===== config.mk =====
export PLATFORM = sky130hd
export DESIGN_NAME = qspi_flash_arbiter
export DESIGN_NICKNAME = d
export VERILOG_FILES = /design/src/rtl/qspi_pkg.sv /design/src/rtl/qspi_rr_arbiter.sv /design/src/rtl/qspi_flash_arbiter.sv
export SDC_FILE = /design/constraint.sdc
export NUM_CORES = 1
export LEC_CHECK = 0
export ABC_AREA = 1
export BUFFER_PORTS_ARGS = -buffer_cell sky130_fd_sc_hd__buf_2
export CAP_MARGIN = 40
export CORE_ASPECT_RATIO = 1.5
export CORE_MARGIN = 2
export CORE_UTILIZATION = 49
export DETAILED_ROUTE_END_ITERATION = 12
export GPL_ROUTABILITY_DRIVEN = 1
export PLACE_DENSITY = 0.86
export REMOVE_ABC_BUFFERS = 1
export SLEW_MARGIN = 25
export SYNTH_ARGS = -nofsm -noshare
export SYNTH_HDL_FRONTEND = slang
export SYNTH_SLANG_ARGS = --single-unit

===== constraint.sdc =====
create_clock -name clk -period 2.1 [get_ports clk]
set_input_delay 0.42 -clock clk [delete_from_list [all_inputs] [get_ports clk]]
set_output_delay 0.42 -clock clk [all_outputs]
set_load 0.01 [all_outputs]

===== src/rtl/qspi_pkg.sv =====
// qspi_pkg: definitions shared by the QSPI flash arbiter and the QSPI controller.
//   - ARB_* : 2-bit arbiter FSM state encodings.
//   - QSPI_*_WIDTH : default command/address/data widths, shared with the controller.
package qspi_pkg;

  localparam int unsigned QSPI_ADDRESS_WIDTH = 32;
  localparam int unsigned QSPI_COMMAND_WIDTH = 8;
  localparam int unsigned QSPI_DATA_WIDTH    = 4;

  localparam logic [1:0] ARB_IDLE  = 2'd0;
  localparam logic [1:0] ARB_ISSUE = 2'd1;
  localparam logic [1:0] ARB_WAIT  = 2'd2;
  localparam logic [1:0] ARB_RESP  = 2'd3;

endpackage


===== src/rtl/qspi_rr_arbiter.sv =====
// qspi_rr_arbiter: purely combinational round-robin pick.
// The search starts just after the previous owner, so the requester after i_last wins first.
// Ports:
//   i_valid    [NUM_REQ]   request vector
//   i_last     [ID_WIDTH]  index of the previous owner (the pointer register lives in the parent)
//   o_grant    [NUM_REQ]   one-hot winner (all zero when nothing is requested)
//   o_grant_id [ID_WIDTH]  index of the winner
//   o_any      1           at least one request is pending
module qspi_rr_arbiter #(
  parameter int unsigned NUM_REQ  = 2,
  localparam int unsigned ID_WIDTH = $clog2(NUM_REQ)
) (
  input  logic [NUM_REQ-1:0]  i_valid,
  input  logic [ID_WIDTH-1:0] i_last,
  output logic [NUM_REQ-1:0]  o_grant,
  output logic [ID_WIDTH-1:0] o_grant_id,
  output logic                o_any
);

  int unsigned w_dist;
  int unsigned w_best;

  // Distance of requester i from the pointer: last+1 has distance 0. The smallest wins.
  always_comb begin
    o_grant    = '0;
    o_grant_id = '0;
    o_any      = 1'b0;
    w_dist     = 0;
    w_best     = NUM_REQ;
    for (int unsigned i = 0; i < NUM_REQ; i++) begin
      w_dist = (i + NUM_REQ - 32'(i_last) - 1) % NUM_REQ;
      if (i_valid[i] && (w_dist < w_best)) begin
        w_best     = w_dist;
        o_grant    = '0;
        o_grant[i] = 1'b1;
        o_grant_id = ID_WIDTH'(i);
        o_any      = 1'b1;
      end
    end
  end

endmodule


===== src/rtl/qspi_flash_arbiter.sv =====
// qspi_flash_arbiter: shares one QSPI controller between NUM_REQ requesters.
// A round-robin winner is accepted in IDLE, and its payload is latched onto the ctl_* outputs.
// A one-cycle start is issued, the arbiter waits for done, then the read data is returned
// as a one-cycle response to the owner.
// Optional macro QSPI_ARB_TIMEOUT_EN: adds a WAIT watchdog of TIMEOUT_CYCLES cycles. On expiry
// the response carries o_rsp_err=1 and o_rsp_data=0.
// Ports:
//   clk, reset_n          clock, asynchronous active-low reset
//   i_req_valid/o_req_ready  per-requester handshake (ready is one-hot, only in IDLE)
//   i_req_cmd/addr/wdata  packed payloads, requester i at [i*W +: W]
//   o_rsp_valid           one-hot response pulse; o_rsp_data/o_rsp_err shared
//   o_grant_id            current or last owner
//   o_ctl_start/command/address/data_in  controller request side
//   i_ctl_data_out/busy/done             controller response side
module qspi_flash_arbiter
  import qspi_pkg::*;
#(
  parameter int unsigned NUM_REQ        = 2,
  parameter int unsigned ADDRESS_WIDTH  = QSPI_ADDRESS_WIDTH,
  parameter int unsigned COMMAND_WIDTH  = QSPI_COMMAND_WIDTH,
  parameter int unsigned DATA_WIDTH     = QSPI_DATA_WIDTH,
  parameter int unsigned TIMEOUT_CYCLES = 64,
  localparam int unsigned ID_WIDTH      = $clog2(NUM_REQ)
) (
  input  logic                               clk,
  input  logic                               reset_n,
  input  logic [NUM_REQ-1:0]                 i_req_valid,
  output logic [NUM_REQ-1:0]                 o_req_ready,
  input  logic [NUM_REQ*COMMAND_WIDTH-1:0]   i_req_cmd,
  input  logic [NUM_REQ*ADDRESS_WIDTH-1:0]   i_req_addr,
  input  logic [NUM_REQ*DATA_WIDTH-1:0]      i_req_wdata,
  output logic [NUM_REQ-1:0]                 o_rsp_valid,
  output logic [DATA_WIDTH-1:0]              o_rsp_data,
  output logic                               o_rsp_err,
  output logic [ID_WIDTH-1:0]                o_grant_id,
  output logic                               o_ctl_start,
  output logic [COMMAND_WIDTH-1:0]           o_ctl_command,
  output logic [ADDRESS_WIDTH-1:0]           o_ctl_address,
  output logic [DATA_WIDTH-1:0]              o_ctl_data_in,
  input  logic [DATA_WIDTH-1:0]              i_ctl_data_out,
  input  logic                               i_ctl_busy,
  input  logic                               i_ctl_done
);

  logic [1:0]               r_state;
  logic [ID_WIDTH-1:0]      r_last;
  logic [ID_WIDTH-1:0]      r_grant_id;
  logic [COMMAND_WIDTH-1:0] r_cmd;
  logic [ADDRESS_WIDTH-1:0] r_addr;
  logic [DATA_WIDTH-1:0]    r_wdata;
  logic [DATA_WIDTH-1:0]    r_rsp_data;
  logic                     r_rsp_err;

  logic [NUM_REQ-1:0]       w_grant;
  logic [ID_WIDTH-1:0]      w_win_id;
  logic                     w_any;
  logic                     w_timeout;

  logic [COMMAND_WIDTH-1:0] w_cmd   [NUM_REQ];
  logic [ADDRESS_WIDTH-1:0] w_addr  [NUM_REQ];
  logic [DATA_WIDTH-1:0]    w_wdata [NUM_REQ];

  for (genvar g = 0; g < NUM_REQ; g++) begin : g_unpack
    assign w_cmd[g]   = i_req_cmd[g*COMMAND_WIDTH +: COMMAND_WIDTH];
    assign w_addr[g]  = i_req_addr[g*ADDRESS_WIDTH +: ADDRESS_WIDTH];
    assign w_wdata[g] = i_req_wdata[g*DATA_WIDTH +: DATA_WIDTH];
  end

  qspi_rr_arbiter #(
    .NUM_REQ (NUM_REQ)
  ) u_rr_arbiter (
    .i_valid    (i_req_valid),
    .i_last     (r_last),
    .o_grant    (w_grant),
    .o_grant_id (w_win_id),
    .o_any      (w_any)
  );

  // Busy is informational only; the FSM never starts the controller mid-transaction.
  logic w_unused_busy;
  assign w_unused_busy = i_ctl_busy;

`ifdef QSPI_ARB_TIMEOUT_EN
  localparam int unsigned TIMER_WIDTH = $clog2(TIMEOUT_CYCLES + 1);
  localparam logic [TIMER_WIDTH-1:0] TIMER_LAST = TIMER_WIDTH'(TIMEOUT_CYCLES - 1);

  logic [TIMER_WIDTH-1:0] r_timer;

  // The counter holds the number of WAIT cycles already elapsed. Hitting the last value
  // means the current cycle is the TIMEOUT_CYCLES-th WAIT cycle.
  always_ff @(posedge clk or negedge reset_n) begin
    if (!reset_n) begin
      r_timer <= '0;
    end else if (r_state == ARB_ISSUE) begin
      r_timer <= '0;
    end else if (r_state == ARB_WAIT) begin
      r_timer <= r_timer + 1'b1;
    end
  end

  assign w_timeout = (r_timer == TIMER_LAST);
`else
  localparam int unsigned UNUSED_TIMEOUT = TIMEOUT_CYCLES;
  assign w_timeout = 1'b0;
`endif

  always_ff @(posedge clk or negedge reset_n) begin
    if (!reset_n) begin
      r_state    <= ARB_IDLE;
      r_last     <= ID_WIDTH'(NUM_REQ - 1);
      r_grant_id <= '0;
      r_cmd      <= '0;
      r_addr     <= '0;
      r_wdata    <= '0;
      r_rsp_data <= '0;
      r_rsp_err  <= 1'b0;
    end else begin
      case (r_state)
        ARB_IDLE: begin
          if (w_any) begin
            r_state    <= ARB_ISSUE;
            r_grant_id <= w_win_id;
            r_cmd      <= w_cmd[w_win_id];
            r_addr     <= w_addr[w_win_id];
            r_wdata    <= w_wdata[w_win_id];
          end
        end
        ARB_ISSUE: r_state <= ARB_WAIT;
        ARB_WAIT: begin
          // Done wins over a coincident timeout.
          if (i_ctl_done) begin
            r_state    <= ARB_RESP;
            r_rsp_data <= i_ctl_data_out;
            r_rsp_err  <= 1'b0;
          end else if (w_timeout) begin
            r_state    <= ARB_RESP;
            r_rsp_data <= '0;
            r_rsp_err  <= 1'b1;
          end
        end
        ARB_RESP: begin
          r_state <= ARB_IDLE;
          r_last  <= r_grant_id;
        end
        default: r_state <= ARB_IDLE;
      endcase
    end
  end

  assign o_req_ready   = (r_state == ARB_IDLE) ? w_grant : '0;
  assign o_ctl_start   = (r_state == ARB_ISSUE);
  assign o_rsp_valid   = (r_state == ARB_RESP) ?
                         ({{(NUM_REQ-1){1'b0}}, 1'b1} << r_grant_id) : '0;
  assign o_rsp_data    = r_rsp_data;
  assign o_rsp_err     = r_rsp_err;
  assign o_grant_id    = r_grant_id;
  assign o_ctl_command = r_cmd;
  assign o_ctl_address = r_addr;
  assign o_ctl_data_in = r_wdata;

endmodule


==> results.sh <==
export IMPL_post_route_period_util=0.9239
export IMPL_cts_root_buf="clkbuf_8"
export IMPL_place_ws_ns=0.3054
export IMPL_yosys_warnings=0
export IMPL_track_usage=0.2427
export IMPL_drc=0
export IMPL_relSlewSlack=0.5853
export IMPL_yosysMostFrequentCell="nand2_1"
export IMPL_drv_slew=0
export IMPL_io_pins=153
export IMPL_hold_buffers=0
export IMPL_nets=676
export IMPL_grt_pass1_vias=2921
export IMPL_worstSetupPathType="flop to primary output"
export IMPL_routedWlPerCell_um=11.99
export IMPL_grt_pass1_wl_um=12560
export IMPL_yosys_area_top_type="dfrtp_1"
export IMPL_cp_slowest_cell="dfrtp_1"
export IMPL_drtAntennaViolNets=0
export IMPL_status="finished clean"
export IMPL_power_share_clock=0.128
export IMPL_p_leak_nw=2.530
export IMPL_crit_top_cell="inv_1"
export IMPL_fmax_mhz=515.4
export IMPL_synthCells=431
export IMPL_dp_cells=639
export IMPL_r2r_slack_ns=0.29
export IMPL_drive_above_1_share=0.2974
export IMPL_dieArea_sq_um=6622
export IMPL_r2r_cells=7
export IMPL_syn_area_sq_um=2928
export IMPL_fp_coreArea_sq_um=5786
export IMPL_ys_ff_latch=52
export IMPL_p_switching_mw=1.992
export IMPL_required_ns=1.68
export IMPL_powerDensity_nw_per_um2=1231
export IMPL_ys_seq_area_frac=0.4449
export IMPL_cts_tree="built"
export IMPL_drt_iter0_markers=240
export IMPL_cts_max_level=2
export IMPL_async_flop_share=1.000
export IMPL_combPwrFrac=0.490
export IMPL_dr_pass1_iters=4
export IMPL_clk_latency_ns=0.29
export IMPL_synth_flop_cell="dfrtp_1"
export IMPL_rows=34
export IMPL_cts_resized=0
export IMPL_seq_power_share=0.382
export IMPL_start_util=0.5061
export IMPL_fin_worst_skew_ns=0.003557
export IMPL_fin_crit_ns=1.940
export IMPL_gp_congestion=0.8558
export IMPL_layout_cells_non_filler=647
export IMPL_die_width_um=67.12
export IMPL_r2r_start="r_state[0]$_DFFE_PN0P_"
export IMPL_r2r_end="o_ctl_data_in[3]$_DFFE_PN0P_"
export IMPL_antenna_cells=0
export IMPL_cts_setup_buffers=0
export IMPL_hp_class="input port to async pin"
export IMPL_path_cells="inv_1 > ha_1 > inv_1 > nor2_1 > buf_2"
export IMPL_worst_slack_ns=0.1599
export IMPL_finalSetupTns_ns=0
export IMPL_worst_path_largest_cell_delay_ns=0.43
export IMPL_arrival_ns=1.52
export IMPL_numCtsBuffers=5
export IMPL_ys_types=17
export IMPL_fin_util=0.6648
export IMPL_rsz0062_at_grt="false"
export IMPL_max_cap_viol_count=0
export IMPL_path_buf_inv=3
export IMPL_syn_area_per_cell_sq_um=6.793
export IMPL_total_power_mw=4.735
export IMPL_grt_overflow_total=0
export IMPL_synthTopCellsByCount="154 x nand2_1, 94 x inv_1, 94 x nand3_1"
export IMPL_grt_max_degree=46
export IMPL_die_y_um=98.67
export IMPL_viasPerCell=4.845
export IMPL_hold_violations=0
export IMPL_dr_total_vias=3135
export IMPL_worstSetupEndpointType="primary output"
export IMPL_max_clock_path_buffers=2
export IMPL_cts_sinks=52
export IMPL_antenna_found_initial=0
export IMPL_p_sw_frac=0.4208
export IMPL_path_max_fanout=4
export IMPL_yosys_area_top_type_share=0.4359
export IMPL_cp_top_family="flip-flops"
export IMPL_place_hpwl_um=5771
export IMPL_totalWireLength_um=7758
export IMPL_portBuffers=150
export IMPL_synth_area_leaders="dfrtp_1 44%, nand2_1 20%, nand3_1 16%, inv_1 12%, buf_2 1.7%"
export IMPL_clk_pin_slew_ns=0.09
export IMPL_max_vdd_ir_drop_uv=622.3
export IMPL_area_growth_pct=31.37
export IMPL_cp_start_kind="flop"
export IMPL_worst_pin_slew_ns=0.6220
export IMPL_finalSetupViolCount=0
export IMPL_synth_edff_count=0
export IMPL_internal_power_mw=2.742
## registers in the layout (all words and copies together), names as in the netlist
signal and count:
r_state 2, o_grant_id 1, o_ctl_address 32, r_last 1, o_ctl_data_in 4, o_ctl_command 8, o_rsp_data 4
## placed cells by master, fill, tap and decap left out
| cell | count |
|---|---|
| buf_16 | 1 |
| buf_2 | 150 |
| buf_4 | 8 |
| clkbuf_1 | 1 |
| clkbuf_8 | 7 |
| conb_1 | 1 |
| dfrtp_1 | 51 |
| dfstp_2 | 1 |
| ha_1 | 4 |
| inv_1 | 94 |
| nand2_1 | 154 |
| nand2_2 | 1 |
| nand3_1 | 94 |
| nor2_1 | 4 |
| nor2_4 | 1 |
| o21ai_0 | 1 |
| o21ai_4 | 1 |
| or2_2 | 1 |
## metal layers
layer,track usage,part of all wire
met3,0.03082,0.051
met5,0,0
met4,0.09576,0.032
met2,0.4539,0.54
met1,0.2660,0.38
## per-stage QoR
stage / hold WS (ns) / instance area [sq um]
2_1_floorplan: 0.1244 / 2810
5_1_grt: 0.1742 / 3846
3_3_place_gp: 0.4483 / 3719
6_report: 0.1303 / 3846
3_5_place_dp: 0.4595 / 3746
4_1_cts: 0.1503 / 3846
## power groups by stage
stage / logic (mW) / registers [mW] / clock network [mW]
floorplan: 1.07 / 2.02 / 0
global placement: 2.21 / 1.80 / 0
detailed placement: 2.35 / 1.81 / 0
CTS: 2.35 / 1.80 / 0.628
global route: 2.60 / 1.86 / 0.660
finish: 2.32 / 1.81 / 0.606
## cell type report
cell class / count / area (sq um)
fill: 520 / 1939
inverter: 94 / 352.8
tap: 72 / 90.09
clock buffer: 8 / 100.1
multi-input combinational: 262 / 1162
sequential: 52 / 1303
timing repair buffer: 159 / 838.3
## worst max path at each step
stage	to	start	cells past startpoint	slack [ns]
2_1_floorplan	o_req_ready[0]	r_last$_DFFE_PN1N_	4	-0.32
3_3_place_gp	o_ctl_address[22]$_DFFE_PN0P_	r_state[0]$_DFFE_PN0P_	6	0.07
3_5_place_dp	o_ctl_command[7]$_DFFE_PN0P_	r_state[0]$_DFFE_PN0P_	7	0.31
4_1_cts	o_req_ready[0]	r_state[0]$_DFFE_PN0P_	5	0.15
5_1_grt	o_req_ready[0]	r_state[0]$_DFFE_PN0P_	5	0.09
6_report	o_req_ready[1]	r_state[0]$_DFFE_PN0P_	5	0.16
## logic make-up after synthesis
logic type / after synthesis / share of synthesized area
simple gates: 255 / 0.3714
buf+inv: 117 / 0.1607
flops: 52 / 0.4449
fa+ha+maj: 4 / 0.01709
compound gates: 2 / 0.004700
other cells: 1 / 0.001281
Power figures use the tool's default switching activity.
